## src/rtl/fixed_point_pkg.sv

```systemverilog
// Shared Q15 fixed-point constants for the motor-control datapath.
package fixed_point_pkg;

   localparam int Q15_SQRT3_DIV2 = 28378;
   localparam int Q15_MAX        = 32767;
   localparam int Q15_MIN        = -32768;

endpackage

```

## src/rtl/q15_saturate.sv

```systemverilog
// Narrows a wide signed result to OUT_W bits.
// INVERSE_CLARKE_SAT_EN selects clamping; otherwise two's-complement wrap.
module q15_saturate
   import fixed_point_pkg::*;
#(
   parameter int unsigned IN_W  = 18,
   parameter int unsigned OUT_W = 16
) (
   input  logic signed [IN_W-1:0]  din,
   output logic signed [OUT_W-1:0] sat_c
);

`ifdef INVERSE_CLARKE_SAT_EN
   // Q15 bounds for the native width, generic bounds for any other width
   localparam logic signed [IN_W-1:0] MAX_V = (OUT_W == 16) ? IN_W'(Q15_MAX)
                                              : (IN_W'(1) << (OUT_W - 1)) - IN_W'(1);
   localparam logic signed [IN_W-1:0] MIN_V = (OUT_W == 16) ? IN_W'(Q15_MIN) : ~MAX_V;

   always_comb begin
      sat_c = din[OUT_W-1:0];
      if (din > MAX_V) begin
         sat_c = MAX_V[OUT_W-1:0];
      end else if (din < MIN_V) begin
         sat_c = MIN_V[OUT_W-1:0];
      end
   end
`else
   logic unused_hi;

   assign unused_hi = ^din[IN_W-1:OUT_W];
   assign sat_c     = din[OUT_W-1:0];
`endif

endmodule

```

## src/rtl/inverse_clarke_transform.sv

```systemverilog
// Three-stage inverse Clarke transform {beta, alpha} -> {w, v, u} with valid/ready.
// Define INVERSE_CLARKE_SAT_EN to clamp v/w instead of wrapping them.
module inverse_clarke_transform
   import fixed_point_pkg::*;
#(
   parameter int unsigned CHANNEL_WIDTH = 1,
   parameter int unsigned DATA_WIDTH    = 16
) (
   input  logic                       clk,
   input  logic                       reset_n,
   input  logic [2*DATA_WIDTH-1:0]    in_data,
   input  logic [CHANNEL_WIDTH-1:0]   in_channel,
   input  logic                       in_valid,
   output logic                       in_ready,
   output logic [3*DATA_WIDTH-1:0]    out_data,
   output logic [CHANNEL_WIDTH-1:0]   out_channel,
   output logic                       out_valid,
   input  logic                       out_ready
);

   localparam int unsigned DW = DATA_WIDTH;
   localparam int unsigned SW = DATA_WIDTH + 2;
   localparam int unsigned KW = 17;
   localparam int unsigned PW = DATA_WIDTH + KW;

   localparam logic signed [KW-1:0] K_C   = KW'(Q15_SQRT3_DIV2);
   localparam logic signed [PW-1:0] RND_C = PW'(16384);

   logic                      en_c;
   logic signed [PW-1:0]      prod_c, rnd_c;
   logic signed [SW-1:0]      vfull_c, wfull_c;
   logic signed [DW-1:0]      vsat_c, wsat_c;

   logic                      vld1_q, vld1_d, vld2_q, vld2_d, vld3_q, vld3_d;
   logic signed [DW-1:0]      alpha1_q, alpha1_d, beta1_q, beta1_d;
   logic signed [DW-1:0]      u2_q, u2_d;
   logic signed [SW-1:0]      s2_q, s2_d, h2_q, h2_d;
   logic signed [DW-1:0]      u3_q, u3_d, v3_q, v3_d, w3_q, w3_d;
   logic [CHANNEL_WIDTH-1:0]  ch1_q, ch1_d, ch2_q, ch2_d, ch3_q, ch3_d;

   // S3 narrowing of the wide v/w differences
   q15_saturate #(.IN_W(SW), .OUT_W(DW)) u_sat_v (.din(vfull_c), .sat_c(vsat_c));
   q15_saturate #(.IN_W(SW), .OUT_W(DW)) u_sat_w (.din(wfull_c), .sat_c(wsat_c));

   // Whole pipe advances as one unit whenever the output slot can move
   always_comb begin
      en_c    = out_ready | ~vld3_q;
      prod_c  = PW'(beta1_q) * PW'(K_C);
      rnd_c   = prod_c + RND_C;
      vfull_c = s2_q - h2_q;
      wfull_c = -h2_q - s2_q;

      vld1_d   = vld1_q;
      alpha1_d = alpha1_q;
      beta1_d  = beta1_q;
      ch1_d    = ch1_q;
      vld2_d   = vld2_q;
      u2_d     = u2_q;
      s2_d     = s2_q;
      h2_d     = h2_q;
      ch2_d    = ch2_q;
      vld3_d   = vld3_q;
      u3_d     = u3_q;
      v3_d     = v3_q;
      w3_d     = w3_q;
      ch3_d    = ch3_q;

      if (en_c) begin
         vld1_d   = in_valid;
         alpha1_d = in_data[DW-1:0];
         beta1_d  = in_data[2*DW-1:DW];
         ch1_d    = in_channel;

         vld2_d   = vld1_q;
         u2_d     = alpha1_q;
         s2_d     = SW'(rnd_c >>> 15);
         h2_d     = SW'(alpha1_q >>> 1);
         ch2_d    = ch1_q;

         vld3_d   = vld2_q;
         u3_d     = u2_q;
         v3_d     = vsat_c;
         w3_d     = wsat_c;
         ch3_d    = ch2_q;
      end
   end

   always_ff @(posedge clk or negedge reset_n) begin
      if (!reset_n) begin
         vld1_q   <= 1'b0;
         alpha1_q <= '0;
         beta1_q  <= '0;
         ch1_q    <= '0;
         vld2_q   <= 1'b0;
         u2_q     <= '0;
         s2_q     <= '0;
         h2_q     <= '0;
         ch2_q    <= '0;
         vld3_q   <= 1'b0;
         u3_q     <= '0;
         v3_q     <= '0;
         w3_q     <= '0;
         ch3_q    <= '0;
      end else begin
         vld1_q   <= vld1_d;
         alpha1_q <= alpha1_d;
         beta1_q  <= beta1_d;
         ch1_q    <= ch1_d;
         vld2_q   <= vld2_d;
         u2_q     <= u2_d;
         s2_q     <= s2_d;
         h2_q     <= h2_d;
         ch2_q    <= ch2_d;
         vld3_q   <= vld3_d;
         u3_q     <= u3_d;
         v3_q     <= v3_d;
         w3_q     <= w3_d;
         ch3_q    <= ch3_d;
      end
   end

   assign in_ready    = en_c;
   assign out_valid   = vld3_q;
   assign out_data    = {w3_q, v3_q, u3_q};
   assign out_channel = ch3_q;

endmodule

```

## config.mk

```make
export PLATFORM = sky130hd
export DESIGN_NAME = inverse_clarke_transform
export DESIGN_NICKNAME = d
export VERILOG_FILES = /design/src/rtl/fixed_point_pkg.sv /design/src/rtl/q15_saturate.sv /design/src/rtl/inverse_clarke_transform.sv
export SDC_FILE = /design/constraint.sdc
export NUM_CORES = 1
export LEC_CHECK = 0
export ABC_CLOCK_PERIOD_IN_PS = 7480
export CORE_UTILIZATION = 35
export CTS_CLUSTER_DIAMETER = 50
export CTS_CLUSTER_SIZE = 30
export DETAILED_ROUTE_END_ITERATION = 16
export PLACE_DENSITY = 0.5
export SKIP_LAST_GASP = 1
export SLEW_MARGIN = 10
export SYNTH_ARGS = -nofsm -noshare
export SYNTH_HDL_FRONTEND = slang
export SYNTH_HIERARCHICAL = 1
export SYNTH_SLANG_ARGS = --single-unit
```

## constraint.sdc

```tcl
create_clock -name clk -period 7.48 [get_ports clk]
set_input_delay 0.748 -clock clk [delete_from_list [all_inputs] [get_ports clk]]
set_output_delay 0.748 -clock clk [all_outputs]
set_load 0.01 [all_outputs]
```

==> results of run 1 <==
[cell type report]
type | count | area, sq um
Clock inverter | 13 | 148
Inverter | 255 | 960
Multi-Input combinational cell | 884 | 7620
Tap cell | 448 | 561
Timing Repair Buffer | 90 | 891
Clock buffer | 19 | 443
Fill cell | 3434 | 20000
Sequential cell | 118 | 2950
[flip-flops by register name, summed over array words and instances, names as in the netlist]
register and flops:
alpha1_q 16, beta1_q 16, ch1_q 1, ch2_q 1, out_channel 1, out_valid 1, s2_q 16, u2_q 16
u3_q 16, v3_q 16, vld1_q 1, vld2_q 1, w3_q 16
[routing by layer]
layer / up-vias / global-route usage / part of all wire
li1: 4229 / - / -
met3: 19 / 0.0280 / 0.027
met2: 118 / 0.270 / 0.47
met5: - / 0 / 0
met4: 0 / 0.0442 / 0.012
met1: 4129 / 0.228 / 0.50
[path summary, 6_finish.rpt]
kind	to	slack [ns]	cells past startpoint
min	v3_q[10]	0.37	1
max in group asynchronous	vld2_q	5.77	2
min in group clk	out_valid	0.46	1
max	s2_q[14]	0.65	20
max reg2reg	s2_q[14]	0.65	20
min reg2reg	out_valid	0.46	1
[timing repair]
item | in CTS | in global routing
endpoints found under the setup margin | 0 | 1
resized for setup | 0 | 1
hold buffers | 0 | 0
hold endpoints to repair | 0 | 0
[stage by stage]
step | cells | utilization | setup slack (ns)
floorplan | 1324 | - | 1.29
global placement | 1795 | 0.387 | 0.600
detailed placement | 1795 | 0.387 | 0.492
CTS | 1827 | 0.405 | 0.471
global route | 1827 | 0.405 | 0.0697
finish | 1827 | 0.405 | 0.646
==> results_dict.tcl, run 1 <==
set metrics [dict create \
    whs_ns 0.370 \
    setup_tns_ns 0 \
    start_kind "flip-flop" \
    min_period_ns 6.83 \
    final.setup_skew_ns 0.00868 \
    wl_per_cell_um 14.5 \
    path_common_cell "fa_1" \
    hp-class "primary input to asynchronous set/reset pin" \
    fp.dieArea_sq_um 34800 \
    antenna_found_initial 0 \
    cp-end-kind "flip-flop" \
    syn_to_final_growth_pct 14.0 \
    cts_setup_buffers 0 \
    critPathMaxFanout 14 \
    cp_slowest_cell "dfrtp_1" \
    worst-path-buf-inv 3 \
    cp-startpoint "beta1_q[15]" \
    grt_pass1_vias 8915 \
    cts_sinks 118 \
    netlist_area_sq_um 11900 \
    vias 8495 \
    clk_latency_ns 0.44 \
    grt-ovfl-total 0 \
    track_usage 0.166 \
    ctsLongestPathBuffers 2 \
    worst_slew_pin_slew_ns 1.01 \
    dieHeight_um 186 \
    yosysWarningCount 6 \
    ios 88 \
    drcViolationCount 0 \
    final_area_sq_um 13600 \
    dpl.hpwl_mm 21.1 \
    grt_start_max_net_pins 103 \
    grt_pass1_wl_mm 45.9 \
    die_w_um 186 \
    tritoncts "built" \
    final-max-slew-violation-count 0 \
    routed_wl_mm 26.4 \
    rows 67 \
    drt.antenna.violating_nets 0 \
    syn_nets 1629 \
    via_per_inst 4.65 \
    synth_cells 1324 \
    core-area_sq_um 33500 \
    cp.arrival_ns 7.14 \
    critPathMaxStageDelay_ns 0.58 \
    final_cell_mix "nand2_1 (266), inv_1 (254), ha_1 (152), dfrtp_1 (118), fa_1 (116)" \
    hold_viol 0 \
    path_cells "ha_1 -> inv_1 -> fa_1 -> fa_1 -> fa_1 -> fa_1 -> inv_1 -> fa_1 -> inv_1 -> ha_1 -> a21oi_1 -> o21ai_1 -> mux2i_1 -> o211ai_1 -> a311oi_1 -> and4b_1 -> nand4_1 -> a21boi_0 -> nor4_1 -> o21ai_1" \
    setup_violations 0 \
    htree_levels 4 \
    required_ns 7.78 \
    root_buffer "clkbuf_16" \
    layout_commonest_cell "nand2_1" \
    status "finished clean" \
    n_antenna_cell 0 \
    critPathKind "flip-flop to flip-flop" \
    port_buffers 87 \
    rsz0062_at_grt "false" \
    drt-pass1-iter-count 7 \
    path_delay_family "adder cells" \
    syn_area_per_cell_sq_um 8.99 \
    dpl_cell_area_sq_um 13000 \
    cts_buffers 17 \
    maxCapViolations 0 \
    initial_core_util 0.355 \
    gp_congestion 0.849 \
    drive_above_1_share 0.0428 \
    max_freq_mhz 146 \
    path_clk_slew_ns 0.07 \
    post-route-period-util 0.914 \
    fin_nets 1671 \
    dr.first_iter.drc_count 390 \
    max_slew_margin 0.325 \
    rr_startpoint "beta1_q[15]" \
]
Power of run 1 is left out: the tool's default activity adds up to more than one toggle a clock period on the data nets, which glitch-free logic cannot reach.
==> run 2: changes to the inputs <==
Settings changed: GPL_TIMING_DRIVEN from default to 0, REMOVE_ABC_BUFFERS from default to 1.
==> run 2 against run 1 <==
Highest routed layer unchanged. Final cell count about the same. Clock-buffer cell count decreased by 2. Core utilization increased by 0.46 points. First-iteration DRC count decreased by 5.4%. Wire length decreased by 5.9%. Fmax decreased by 1.8%. Global-route usage decreased by 0.75 points.
==> results_dict.tcl, run 2 (synthesis gave the netlist of run 1 again) <==
set metrics [dict create \
    drcViolationCount 0 \
    grt_pass1_wl_mm 44.4 \
    final_core_util 0.409 \
    nFillCells 3472 \
    critPathMaxStageDelay_ns 0.60 \
    gp_congestion 0.813 \
    ctsHoldBuffers 0 \
    fp.dieArea_sq_um 34800 \
    rows 67 \
    status "finished clean" \
    ios 88 \
    clk_latency_ns 0.44 \
    path_delay_family "adder cells" \
    max_freq_mhz 144 \
    dr.first_iter.drc_count 369 \
    critPathKind "flip-flop to flip-flop" \
    final.setup_skew_ns 0.0210 \
    syn_to_final_growth_pct 15.3 \
    post-place-ws_ns 0.499 \
    hold_viol 0 \
    final_cell_mix "nand2_1 (266), inv_1 (254), ha_1 (152), dfrtp_1 (118), fa_1 (116)" \
    cts_sinks 118 \
    cts_setup_buffers 0 \
    drt-pass1-iter-count 4 \
    grt-ovfl-total 0 \
    grt_start_max_net_pins 105 \
    ctsLongestPathBuffers 2 \
    vias 8447 \
    rsz0062_at_grt "false" \
    path_clk_slew_ns 0.08 \
    post-route-period-util 0.930 \
    setup_violations 0 \
    via_per_inst 4.62 \
    multi_input_area_sq_um 7620 \
    top_usage_layer "met2" \
    required_ns 7.78 \
    dpl.hpwl_mm 19.6 \
    n_antenna_cell 0 \
    path_common_cell "fa_1" \
    min_period_ns 6.96 \
    cp.arrival_ns 7.26 \
    regArea_sq_um 2950 \
    met2_usage 0.260 \
    cp-end-kind "flip-flop" \
    cts_buffers 17 \
    worst-path-buf-inv 3 \
    htree_levels 4 \
    final-max-slew-violation-count 0 \
    port_buffers 87 \
    worst_slew_pin_slew_ns 0.697 \
    cp_slowest_cell "dfrtp_1" \
    grt_use_met3 0.0265 \
    layout_commonest_cell "nand2_1" \
    tritoncts "built" \
    initial_core_util 0.355 \
    grt_pass1_vias 9058 \
    r2r_slack_ns 0.52 \
    die_w_um 186 \
    routed_wl_mm 24.9 \
    antenna_found_initial 0 \
    wl_per_cell_um 13.6 \
    cts_resized 0 \
    core-area_sq_um 33500 \
    drive_above_1_share 0.0442 \
    fin_nets 1673 \
    max_slew_margin 0.535 \
    critPathMaxFanout 14 \
    maxCapViolations 0 \
    hp-class "primary input to asynchronous set/reset pin" \
    root_buffer "clkbuf_16" \
    fin_ws_ns 0.521 \
    start_kind "flip-flop" \
    track_usage 0.159 \
    dieHeight_um 186 \
    path_cells "ha_1 -> inv_1 -> fa_1 -> fa_1 -> fa_1 -> fa_1 -> inv_1 -> fa_1 -> inv_1 -> ha_1 -> a21oi_1 -> o21ai_0 -> mux2i_1 -> o211ai_1 -> a311oi_1 -> and4b_1 -> nand4_1 -> a21boi_0 -> nor4_1 -> o21ai_1" \
    use_met1 0.216 \
    drt.antenna.violating_nets 0 \
]
-- run 2: final cells by class --
cell class	count	share of cell area
Multi-Input combinational cell	884	0.555
Sequential cell	118	0.215
Timing Repair Buffer	92	0.0719
Inverter	255	0.0701
Tap cell	448	0.0408
Clock buffer	17	0.0310
Clock inverter	14	0.0161
-- run 2: worst paths after layout --
path,start,end,cells past startpoint
worst max-delay path,beta1_q[15],s2_q[14],20
worst min-delay path,reset_n,beta1_q[2],1
worst min register to register,w3_q[1],w3_q[1],2
worst max register to register,beta1_q[15],s2_q[14],20
max in group asynchronous,reset_n,u3_q[3],2
min in group clk,w3_q[1],w3_q[1],2
-- run 2: through the flow --
stage	instances	hold slack [ns]	TNS, ns	instance area (sq um)
after floorplan	1257	0.430	-120.83	11500
after global placement	1792	0.443	-727.00	13000
after detailed placement	1797	0.454	0	13100
after CTS	1828	0.246	0	13700
after global routing	1828	0.273	0	13700
final	1828	0.250	0	13700
-- run 2: layer usage --
metal	wire (um)	vias to the layer above	part of all wire
met5	0	-	0
met4	252	0	0.010
met3	513	15	0.021
met2	11500	80	0.46
met1	12500	4100	0.50
li1	-	4252	-
Power of run 2 is left out for the same reason.
